`src/rtl/phys_reg_free_list.sv`:
```
// Checkpointed FIFO of unmapped physical register tags.
// Supplies destination tags to rename and takes tags back at commit.
// Revert returns speculative tags to the head. Branch checkpoints
// snapshot the head pointer so that a mispredict can rewind it.
module phys_reg_free_list #(
  parameter int unsigned NUM_PHYS_REGS      = 64,
  parameter int unsigned NUM_ARCH_REGS      = 32,
  parameter int unsigned CHECKPOINT_COLUMNS = 4,
  parameter int unsigned ROB_INDEX_W        = 6,
  localparam int unsigned DEPTH = NUM_PHYS_REGS - NUM_ARCH_REGS,
  localparam int unsigned TagW  = $clog2(NUM_PHYS_REGS),
  localparam int unsigned IdxW  = $clog2(DEPTH),
  localparam int unsigned PtrW  = IdxW + 1,
  localparam int unsigned ColW  = $clog2(CHECKPOINT_COLUMNS)
) (
  input  logic                   CLK,
  input  logic                   nRST,
  input  logic                   dequeue_valid,
  output logic                   dequeue_ready,
  output logic [TagW-1:0]        dequeue_phys_reg_tag,
  input  logic                   enqueue_valid,
  input  logic [TagW-1:0]        enqueue_phys_reg_tag,
  input  logic                   revert_valid,
  input  logic [TagW-1:0]        revert_speculated_dest_phys_reg_tag,
  input  logic                   save_checkpoint_valid,
  input  logic [ROB_INDEX_W-1:0] save_checkpoint_ROB_index,
  output logic                   save_checkpoint_success,
  output logic [ColW-1:0]        save_checkpoint_safe_column,
  input  logic                   restore_checkpoint_valid,
  input  logic                   restore_checkpoint_speculate_failed,
  input  logic [ROB_INDEX_W-1:0] restore_checkpoint_ROB_index,
  input  logic [ColW-1:0]        restore_checkpoint_safe_column,
  output logic                   restore_checkpoint_success,
  output logic [PtrW-1:0]        free_count
);

  logic [TagW-1:0]        entry_q [DEPTH];
  logic [PtrW-1:0]        head_q, head_d;
  logic [PtrW-1:0]        tail_q, tail_d;
  logic [ColW-1:0]        working_q, working_d;
  logic [CHECKPOINT_COLUMNS-1:0] col_valid_q, col_valid_d;
  logic [ROB_INDEX_W-1:0] col_rob_q [CHECKPOINT_COLUMNS];
  logic [ROB_INDEX_W-1:0] col_rob_d [CHECKPOINT_COLUMNS];
  logic [PtrW-1:0]        col_snap_q [CHECKPOINT_COLUMNS];
  logic [PtrW-1:0]        col_snap_d [CHECKPOINT_COLUMNS];

  logic            empty, full;
  logic [ColW-1:0] next_col;
  logic            rev_we, enq_we;

  assign empty    = (head_q == tail_q);
  assign full     = (head_q[IdxW-1:0] == tail_q[IdxW-1:0]) && (head_q[IdxW] != tail_q[IdxW]);
  assign next_col = (working_q == ColW'(CHECKPOINT_COLUMNS - 1)) ? '0 : working_q + ColW'(1);

  assign free_count                  = tail_q - head_q;
  assign dequeue_phys_reg_tag        = entry_q[head_q[IdxW-1:0]];
  assign save_checkpoint_safe_column = working_q;
  assign dequeue_ready = ~empty & ~revert_valid & ~restore_checkpoint_valid &
                         ~save_checkpoint_valid;
  assign enq_we        = enqueue_valid & ~full;

  // Prioritised control events (revert > restore > save > dequeue); enqueue is independent.
  always_comb begin
    head_d                     = head_q;
    tail_d                     = tail_q;
    working_d                  = working_q;
    col_valid_d                = col_valid_q;
    col_rob_d                  = col_rob_q;
    col_snap_d                 = col_snap_q;
    rev_we                     = 1'b0;
    save_checkpoint_success    = 1'b0;
    restore_checkpoint_success = 1'b0;

    if (revert_valid) begin
      if (!full) begin
        head_d = head_q - PtrW'(1);
        rev_we = 1'b1;
        for (int c = 0; c < int'(CHECKPOINT_COLUMNS); c++) begin
          if (c != int'(working_q)) col_valid_d[c] = 1'b0;
        end
      end
    end else if (restore_checkpoint_valid) begin
      if (restore_checkpoint_speculate_failed) begin
        // Only the youngest checkpoint (the working column) can be the mispredicted branch.
        if (col_valid_q[working_q] &&
            (col_rob_q[working_q] == restore_checkpoint_ROB_index)) begin
          restore_checkpoint_success = 1'b1;
          head_d    = col_snap_q[restore_checkpoint_safe_column];
          working_d = restore_checkpoint_safe_column;
          for (int c = 0; c < int'(CHECKPOINT_COLUMNS); c++) begin
            if (c != int'(restore_checkpoint_safe_column)) col_valid_d[c] = 1'b0;
          end
        end
      end else begin
        restore_checkpoint_success                  = 1'b1;
        col_valid_d[restore_checkpoint_safe_column] = 1'b0;
      end
    end else if (save_checkpoint_valid) begin
      if (!col_valid_q[next_col]) begin
        save_checkpoint_success = 1'b1;
        col_snap_d[working_q]   = head_q;
        col_valid_d[next_col]   = 1'b1;
        col_rob_d[next_col]     = save_checkpoint_ROB_index;
        working_d               = next_col;
      end
    end else if (dequeue_valid && dequeue_ready) begin
      head_d = head_q + PtrW'(1);
    end

    if (enq_we) tail_d = tail_q + PtrW'(1);
  end

  // Pointer and checkpoint state; reset leaves the list full and column 0 live.
  always_ff @(posedge CLK or negedge nRST) begin
    if (!nRST) begin
      head_q      <= '0;
      tail_q      <= PtrW'(DEPTH);
      working_q   <= '0;
      col_valid_q <= CHECKPOINT_COLUMNS'(1);
      for (int c = 0; c < int'(CHECKPOINT_COLUMNS); c++) begin
        col_rob_q[c]  <= '0;
        col_snap_q[c] <= '0;
      end
    end else begin
      head_q      <= head_d;
      tail_q      <= tail_d;
      working_q   <= working_d;
      col_valid_q <= col_valid_d;
      col_rob_q   <= col_rob_d;
      col_snap_q  <= col_snap_d;
    end
  end

  // Tag storage; a revert writes below the head, an enqueue writes at the tail.
  always_ff @(posedge CLK or negedge nRST) begin
    if (!nRST) begin
      for (int i = 0; i < int'(DEPTH); i++) begin
        entry_q[i] <= TagW'(int'(NUM_ARCH_REGS) + i);
      end
    end else begin
      if (rev_we) entry_q[head_d[IdxW-1:0]] <= revert_speculated_dest_phys_reg_tag;
      if (enq_we) entry_q[tail_q[IdxW-1:0]] <= enqueue_phys_reg_tag;
    end
  end

  // Reverting into a full list or enqueuing into a full list is a protocol error.
  revert_full_chk: assert property (@(posedge CLK) disable iff (!nRST) !(revert_valid && full));
  enqueue_full_chk: assert property (@(posedge CLK) disable iff (!nRST) !(enqueue_valid && full));

endmodule

```
`config.mk`:
```
export PLATFORM = sky130hd
export DESIGN_NAME = phys_reg_free_list
export DESIGN_NICKNAME = d
export VERILOG_FILES = /design/src/rtl/phys_reg_free_list.sv
export SDC_FILE = /design/constraint.sdc
export NUM_CORES = 1
export LEC_CHECK = 0
export ABC_AREA = 1
export CORE_MARGIN = 4
export CORE_UTILIZATION = 51
export DETAILED_ROUTE_END_ITERATION = 8
export PLACE_DENSITY = 0.68
export SYNTH_ARGS = -nofsm -noshare
export SYNTH_HDL_FRONTEND = slang
export SYNTH_SLANG_ARGS = --single-unit
```
`constraint.sdc`:
```
create_clock -name CLK -period 5.7 [get_ports CLK]
set_input_delay 0.855 -clock CLK [delete_from_list [all_inputs] [get_ports CLK]]
set_output_delay 0.855 -clock CLK [all_outputs]
set_load 0.02 [all_outputs]
```
==> flow_metrics.py <==
metrics = {
    "clock_tree": {
        "clockBufferDepth": 3,
        "post_cts.repair.setup_buffers": 0,
        "htreeDepth": 1,
        "cts.sinks": 258,
        "hold_buffers": 0,
        "worstSkewPairLatency_ps": 570,
        "cts_buffers": 31,
        "clk_pin_slew_ps": 60,
        "cts_tree": "built",
        "post_cts_resize_count": 0,
        "clock-root-buffer": "clkbuf_16",
    },
    "layout": {
        "multi_input_area_mm2": 0.00816,
        "seq_area_mm2": 0.00660,
        "fillers": 3015,
        "nNetsFinal": 2384,
        "area_growth_pct": 10.7,
        "antenna-diode-count": 0,
        "drive_above_1_share": 0.119,
        "design_area_mm2": 0.0182,
        "fin_cells": 2759,
    },
    "synth": {
        "yosys_register_bits": 258,
        "yosys_most_used_dff": "dfrtp_1",
        "yosysUniqueCellTypes": 50,
        "async_flop_share": 1.00,
        "synth_fp_nets": 2393,
        "post-synth-top-count-cell": "nand2_1",
        "synthTopCellsByArea": "dfrtp_1 (22%), dfstp_2 (18%), nand2_1 (16%), nand3_1 (6.5%), inv_1 (6.4%)",
        "yosysSeqAreaShare": 0.400,
        "synth.cell_area_mm2": 0.0165,
        "synth_top_area_cell": "dfrtp_1",
        "yosys.area.top_type_share": 0.219,
        "synth_enable_flop_cells": 0,
        "avgSynthCellArea_um2": 7.04,
        "syn-instance-count": 2342,
        "synthTopCellsByCount": "nand2_1 (681), inv_1 (279), nand3_1 (214)",
        "yosysWarningCount": 0,
    },
    "placed_design": {
        "pre_cts_slack_ps": 1040,
        "dpl.hpwl_um": 36000,
        "io_buffer_count": 50,
        "routabilityCongestion": 0.989,
        "dpl-instance-area_mm2": 0.0172,
        "dp.cells": 2702,
    },
    "drt": {
        "ant_nets": 0,
        "avgViaCountPerCell": 5.98,
        "dr_wl_met3_um": 5720,
        "highest_layer": "met5",
        "wl_met2_um": 24800,
        "drc": 0,
        "wl_met1_um": 22800,
        "drt_first_pass_iters": 6,
        "post_drt_wl_per_cell_um": 20.4,
        "first_iter_violations": 1896,
        "via_count": 16500,
        "wirelength_um": 56400,
    },
    "die": {
        "coreArea_mm2": 0.0317,
        "initial_core_util": 0.519,
        "fp-row-count": 65,
        "die-width_um": 188,
        "die_h_um": 188,
        "dieArea_mm2": 0.0352,
        "num_io_pins": 51,
    },
    "critical_path": {
        "critPathTopFamily": "compound AO/OA/AOI/OAI gates",
        "path_class": "flop to output port",
        "r2r_slack_ps": 1260,
        "cp_data_required_time_ps": 4850,
        "cp-start-kind": "flop",
        "cp_max_fo": 64,
        "worst_path_max_delay_cell": "clkdlybuf4s50_1",
        "cp_slowest_stage_delay_ps": 590,
        "cp_data_arrival_time_ps": 3840,
        "crit_chain": "inv_2 -> buf_12 -> a21oi_1 -> o21ai_0 -> o21ai_0 -> a32o_1 -> a221oi_1 -> a21oi_1 -> clkdlybuf4s50_1",
        "r2r_cells": 16,
        "end_kind": "output port",
        "crit_start": "head_q[0]",
        "timing.rr.end": "entry_q[171]",
        "crit_buf_inv": 3,
        "r2r_start": "head_q[3]",
    },
    "grt": {
        "grt_first_pass_wirelength_um": 89400,
        "grt_overflow": 0,
        "antenna_found_initial": 1,
        "grt_max_degree": 130,
        "grt_pass1_vias": 15700,
        "grt.total_usage": 0.314,
    },
    "sta": {
        "setup-violations-final": 0,
        "hold_viol": 0,
        "rsz0062_at_grt": "false",
        "period_needed_ps": 4700,
        "fin_crit_sh": 0.824,
        "holdWs_ps": 366,
        "max_freq_ghz": 0.213,
        "slew_viol_final": 0,
        "timing.setup.tns_ps": 0,
        "layout_setup_ws_ps": 1000,
        "finClkSkew_ps": 12.6,
        "worst_pin_slew_ps": 1190,
        "slew_headroom": 0.208,
    },
    "min_path": {
        "worstHoldPathType": "input pin to asynchronous set/reset pin",
    },
    "power": {
        "power.density_mw_per_mm2": 602,
        "vdd_drop_max_uv": 334,
        "total_leakage_power_nw": 8.87,
    },
    "job": {
        "maxCapViolCount": 0,
    },
    "outcome": {
        "status": "finished, final reports clean",
    },
}
==> per-layer routing <==
layer	GRT usage	up-vias
li1	-	7667
met2	0.485	922
met1	0.440	7700
met4	0.144	2
met3	0.0434	211
met5	0	-
==> cells by family after synthesis <==
kind of cell,after synthesis,share of synthesized area
xor gates and xnor gates,14,0.00744
AOI/OAI and AO/OA,358,0.121
DFF,258,0.400
and+or+nand+nor,1245,0.335
adders and majority gates,17,0.0134
buffers and inverters,426,0.106
muxes,24,0.0164
==> report_power, final <==
group	internal, W	switching (W)	total [W]
clock	0.00120	0.000817	0.00201
sequential	0.00299	0.000535	0.00352
combinational	0.00179	0.00365	0.00544
total	0.00598	0.00500	0.0110
==> metrics by stage <==
stage,util,power (W)
floorplan,-,0.00716
global placement,0.543,0.00872
detailed placement,0.543,0.00884
CTS,0.575,0.0109
global route,0.575,0.0117
finish,0.575,0.0110
==> sequential cells by signal, indices dropped and copies added, names as in the netlist <==
name	flops
col_valid_q	4
head_q	6
save_checkpoint_safe_column	2
tail_q	6
col_snap_q	24
col_rob_q	24
entry_q	192
==> cells in the final DEF (no fill, tap or decap), drive strengths merged, types with 8 or more instances in the layout <==
cell / instances
inv: 283
o21ai: 194
nand2: 685
dfrtp: 144
a221oi: 8
clkbuf: 44
nor2: 180
mux2: 24
nand3: 225
dfstp: 114
buf: 47
nand4: 141
clkinv: 13
ha: 16
xor2: 12
a21oi: 88
clkdlybuf4s50: 49
o22ai: 35
==> worst max path at each step <==
stage / to / slack, ps / depth (start not counted)
floorplan: entry_q[19] / 2490 / 17
finish: dequeue_phys_reg_tag[4] / 1000 / 9
global route: entry_q[174] / 840 / 15
detailed placement: entry_q[170] / 1040 / 16
CTS: dequeue_phys_reg_tag[4] / 1160 / 9
global placement: entry_q[170] / 1200 / 16
==> final cells by class <==
class | count | area share
multi-input combinational | 1658 | 0.447
sequential | 258 | 0.362
inverter | 288 | 0.0594
clock buffer | 44 | 0.0480
timing repair buffer | 96 | 0.0474
tap | 402 | 0.0276
clock inverter | 13 | 0.00817
Note: power is estimated with default switching activity, not from simulation.
==> patch 1 (same flow settings) <==
Make the reset (`nRST`) synchronous in 2 clocked blocks.
--- a/src/rtl/phys_reg_free_list.sv
+++ b/src/rtl/phys_reg_free_list.sv
@@ -111,7 +111,7 @@
   end
 
   // Pointer and checkpoint state; reset leaves the list full and column 0 live.
-  always_ff @(posedge CLK or negedge nRST) begin
+  always_ff @(posedge CLK) begin
     if (!nRST) begin
       head_q      <= '0;
       tail_q      <= PtrW'(DEPTH);
@@ -132,7 +132,7 @@
   end
 
   // Tag storage; a revert writes below the head, an enqueue writes at the tail.
-  always_ff @(posedge CLK or negedge nRST) begin
+  always_ff @(posedge CLK) begin
     if (!nRST) begin
       for (int i = 0; i < int'(DEPTH); i++) begin
         entry_q[i] <= TagW'(int'(NUM_ARCH_REGS) + i);
Check against the original RTL: differs if nRST is asserted again (counterexample within 4 cycles, from zero or initial values and one cycle with nRST low); with nRST held inactive, the same outputs for 4 cycles.
==> patch 1 against the original RTL <==
- worst setup slack worse by 0.24 ns
- largest cell class unchanged
- highest routed layer is now met4
- die area down 1.5%
- cell area down 2.8%
- final cell count down 4.5%
- fmax down 4.9%
- routed wire length down 5.6%
- utilization down 1.2 points
- critical path depth up 8
- area after synthesis down 1.6%
- clock skew down 0.0040 ns
- sequential cell count unchanged
- synthesized cell count down 4.4%
Power is not compared: it rests on default switching activity, and its combinational part moved more than twofold at a synthesized area within 25%.
==> patch 1: results (changes against the original RTL) <==
| Metric | Value |
|---|---|
| Status | complete, no violations (unchanged) |
| Worst EP arrival | 5.15 ns (was 3.84 ns) |
| Final Non-Filler Cells | 2634 (was 2759) |
| Clock-cell share | 0.0540 (was 0.0561) |
| Drt wl/cell | 20.2 um (was 20.4 um) |
| Post-DP HPWL | 34700 um (was 36000 um) |
| Nets@finish | 2259 (was 2384) |
| Pre-CTS WS | 0.939 ns (was 1.04 ns) |
| Vias in the first global route | 14600 (was 15700) |
| Synth Instances | 2238 (was 2342) |
| Slowest cell on the critical path | dfxtp_1 (was clkdlybuf4s50_1) |
| Max FO, Critical Path | 53 (was 64) |
| Tot Pwr | 5.37 mW |
| Placed cell area | 16800 um2 (was 17200 um2) |
| Nonclk buf count | 77 (was 96) |
| First-pass GRT wire length | 82400 um (was 89400 um) |
| Via density | 5.83 (was 5.98) |
| Aggregate global-route resource usage | 0.299 (was 0.314) |
| Signal buffers share of area | 0.0394 (was 0.0474) |
| Slew of the pin with the lowest slew margin | 1.07 ns (was 1.19 ns) |
| Comb_multi_in | 1546 (was 1658) |
| Sequential area share after synthesis | 0.437 (was 0.400) |
| Initial antenna violation count | 0 (was 1) |
| Fin area | 17700 um2 (was 18200 um2) |
| Reg2reg path depth | 17 (was 16) |
| Cts bufs inserted | 30 (was 31) |
| Async SR Flop Fraction | 0 (was 1.00) |
| Invs w/o clock | 295 (was 288) |
| Fill cell count | 2934 (was 3015) |
| DR iter-0 viols | 1608 (was 1896) |
| Synth cell count leaders | nand2_1, nor2_1, inv_1 (was nand2_1, inv_1, nand3_1) |
| Ranking of synthesized cells by area | edfxtp_1, nand2_1, dfxtp_1 (was dfrtp_1, dfstp_2, nand2_1) |
| Layout cells sized above 1 | 0.0627 (was 0.119) |
| Sequential share of cell area | 0.400 (was 0.362) |
| Top FF cell, synth | edfxtp_1 (was dfrtp_1) |
-- patch 1: kinds of logic after synthesis --
| logic type | share of synthesized area |
|---|---|
| and+or+nand+nor | 0.318 |
| DFF | 0.437 |
| adders and majority gates | 0.0136 |
| xor gates and xnor gates | 0.00370 |
| AOI/OAI and AO/OA | 0.119 |
| buffers and inverters | 0.109 |
-- patch 1: worst paths after layout --
| path | from | end | slack, ns |
|---|---|---|---|
| max | head_q[4] | entry_q[0][1] | 0.76 |
| min | col_snap_q[23] | col_snap_q[23] | 0.46 |
| max reg2reg | head_q[4] | entry_q[0][1] | 0.76 |
| min reg2reg | col_snap_q[23] | col_snap_q[23] | 0.46 |
-- patch 1: per-layer routing --
| metal | GRT usage | up-vias | routed length (um) |
|---|---|---|---|
| met1 | 0.391 | 6993 | 20300 |
| met2 | 0.487 | 881 | 24300 |
| met3 | 0.0428 | 202 | 5590 |
| met4 | 0.152 | 0 | 2990 |
| li1 | - | 7287 | - |
| met5 | 0 | - | 0 |
==> patch 2 (same flow settings) <==
Made on the original files. The parameter `ROB_INDEX_W` goes from 6 to 5.
--- a/src/rtl/phys_reg_free_list.sv
+++ b/src/rtl/phys_reg_free_list.sv
@@ -6,7 +6,7 @@
   parameter int unsigned NUM_PHYS_REGS      = 64,
   parameter int unsigned NUM_ARCH_REGS      = 32,
   parameter int unsigned CHECKPOINT_COLUMNS = 4,
-  parameter int unsigned ROB_INDEX_W        = 6,
+  parameter int unsigned ROB_INDEX_W        = 5,
   localparam int unsigned DEPTH = NUM_PHYS_REGS - NUM_ARCH_REGS,
   localparam int unsigned TagW  = $clog2(NUM_PHYS_REGS),
   localparam int unsigned IdxW  = $clog2(DEPTH),
Interface: changed (resized restore_checkpoint_ROB_index and save_checkpoint_ROB_index); port bits go from 51 to 49. No check against the original RTL was run, so the function may have changed too.
==> patch 2 against the original RTL <==
- area after synthesis shrank 2.4%
- total power shrank 2.1%
- worst setup slack lost 0.23 ns
- sequential cell count shrank 4
- fmax shrank 4.8%
- routed wire length grew 4.0%
- cell area shrank 1.8%
- via count shrank 2.6%
==> patch 2: results (changes against the original RTL) <==
| Metric | Value |
|---|---|
| Metal2 WL | 25200 um (was 24800 um) |
| Grt met1 use | 0.468 (was 0.440) |
| I/O Buffers | 48 (was 50) |
| Post-DP HPWL | 38500 um (was 36000 um) |
| Placed cells | 2713 (was 2702) |
| Distinct cells, synth | 53 (was 50) |
| Slowest cell on the critical path | nor2_1 (was clkdlybuf4s50_1) |
| Pre-CTS WS | 1.20 ns (was 1.04 ns) |
| Synth Area in Compound Gates | 0.105 (was 0.121) |
| First-pass GRT wire length | 89000 um (was 89400 um) |
| Highest routed layer | met4 (was met5) |
| Aggregate global-route resource usage | 0.337 (was 0.314) |
| Post-Synth XOR/XNOR Area | 0.00646 (was 0.00744) |
| Final setup skew | 0.0191 ns (was 0.0126 ns) |
| Max FO, Critical Path | 26 (was 64) |
| Leakage | 8.97 nW (was 8.87 nW) |
| Syn_area_per_cell | 6.88 um2 (was 7.04 um2) |
| GP Congestion | 0.981 (was 0.989) |
| Slew of the pin with the lowest slew margin | 1.09 ns (was 1.19 ns) |
| Post-synthesis mux area share | 0.0160 (was 0.0164) |
| Drt wl/cell | 21.2 um (was 20.4 um) |
| Vias in the first global route | 15000 (was 15700) |
| Via density | 5.80 (was 5.98) |
| Nets@finish | 2398 (was 2384) |
| Placed cell area | 16800 um2 (was 17200 um2) |
| Top Registers | entry_q x192, col_snap_q x24, col_rob_q x20 (was entry_q x192, col_rob_q x24, col_snap_q x24) |
| Largest net degree at the start of global routing | 124 (was 130) |
| Synth cell count leaders | nand2_1, nor2_1, inv_1, nand3_1, dfrtp_1 (was nand2_1, inv_1, nand3_1) |
| Worst vdd ir | 0.000349 V (was 0.000334 V) |
| Sequential area share after synthesis | 0.404 (was 0.400) |
| Status | complete, no violations (unchanged) |
| Slowest cell delay on critical path | 0.74 ns (was 0.59 ns) |
| Initial antenna violation count | 0 (was 1) |
| Layout cells sized above 1 | 0.124 (was 0.119) |
| Adder-Cell Fraction of Synth Area | 0.0137 (was 0.0134) |
==> patch 2: cell types whose count changed after synthesis, sizes merged, moves of 33 or more <==
cell,unedited run,this run
nand2,685,735
nor2,180,328
o21ai,194,148
nand4,141,8
a21oi,88,51
nand3,225,274
buf,63,30
==> patch 2: critical path, delay by kind of cell, from the launching register on <==
family,cells,cell delay [ns]
compound gates,4,0.82
buf+inv,2,1.20
flops,1,0.56
simple gates,2,0.91
==> patch 2: power breakdown <==
group          leakage, nW  switching (mW)  internal [mW]
combinational         5.60            3.52           1.71
clock                0.529           0.816           1.26
sequential            2.83           0.570           2.87
total                 8.97            4.91           5.84
==> patch 2: area by class of cell <==
type | count | share of cell area
Clock inverter | 14 | 0.0101
Timing Repair Buffer | 76 | 0.0390
Clock buffer | 42 | 0.0496
Tap cell | 396 | 0.0277
Multi-Input combinational cell | 1693 | 0.449
Inverter | 294 | 0.0619
Sequential cell | 254 | 0.363
==> patch 2: final timing paths <==
| kind | start | to | slack [ns] |
|---|---|---|---|
| max | head_q[0] | dequeue_phys_reg_tag[0] | 0.77 |
| min | nRST | col_rob_q[2] | 0.36 |
| max reg2reg | head_q[3] | entry_q[6] | 1.04 |
| min reg2reg | col_snap_q[2] | col_snap_q[2] | 0.49 |
| max in group asynchronous | nRST | entry_q[149] | 4.19 |
| min in group CLK | col_snap_q[2] | col_snap_q[2] | 0.49 |
==> patch 2: cells by family (layout without fill, tap and decap cells) <==
logic type | count (synthesis) | count (layout)
flip-flops | 254 | 254
XOR/XNOR | 11 | 11
multiplexers | 23 | 23
buffers and inverters | 390 | 426
adder cells (fa/ha/maj) | 17 | 17
AO/OA/AOI/OAI | 286 | 286
AND/OR/NAND/NOR | 1356 | 1356
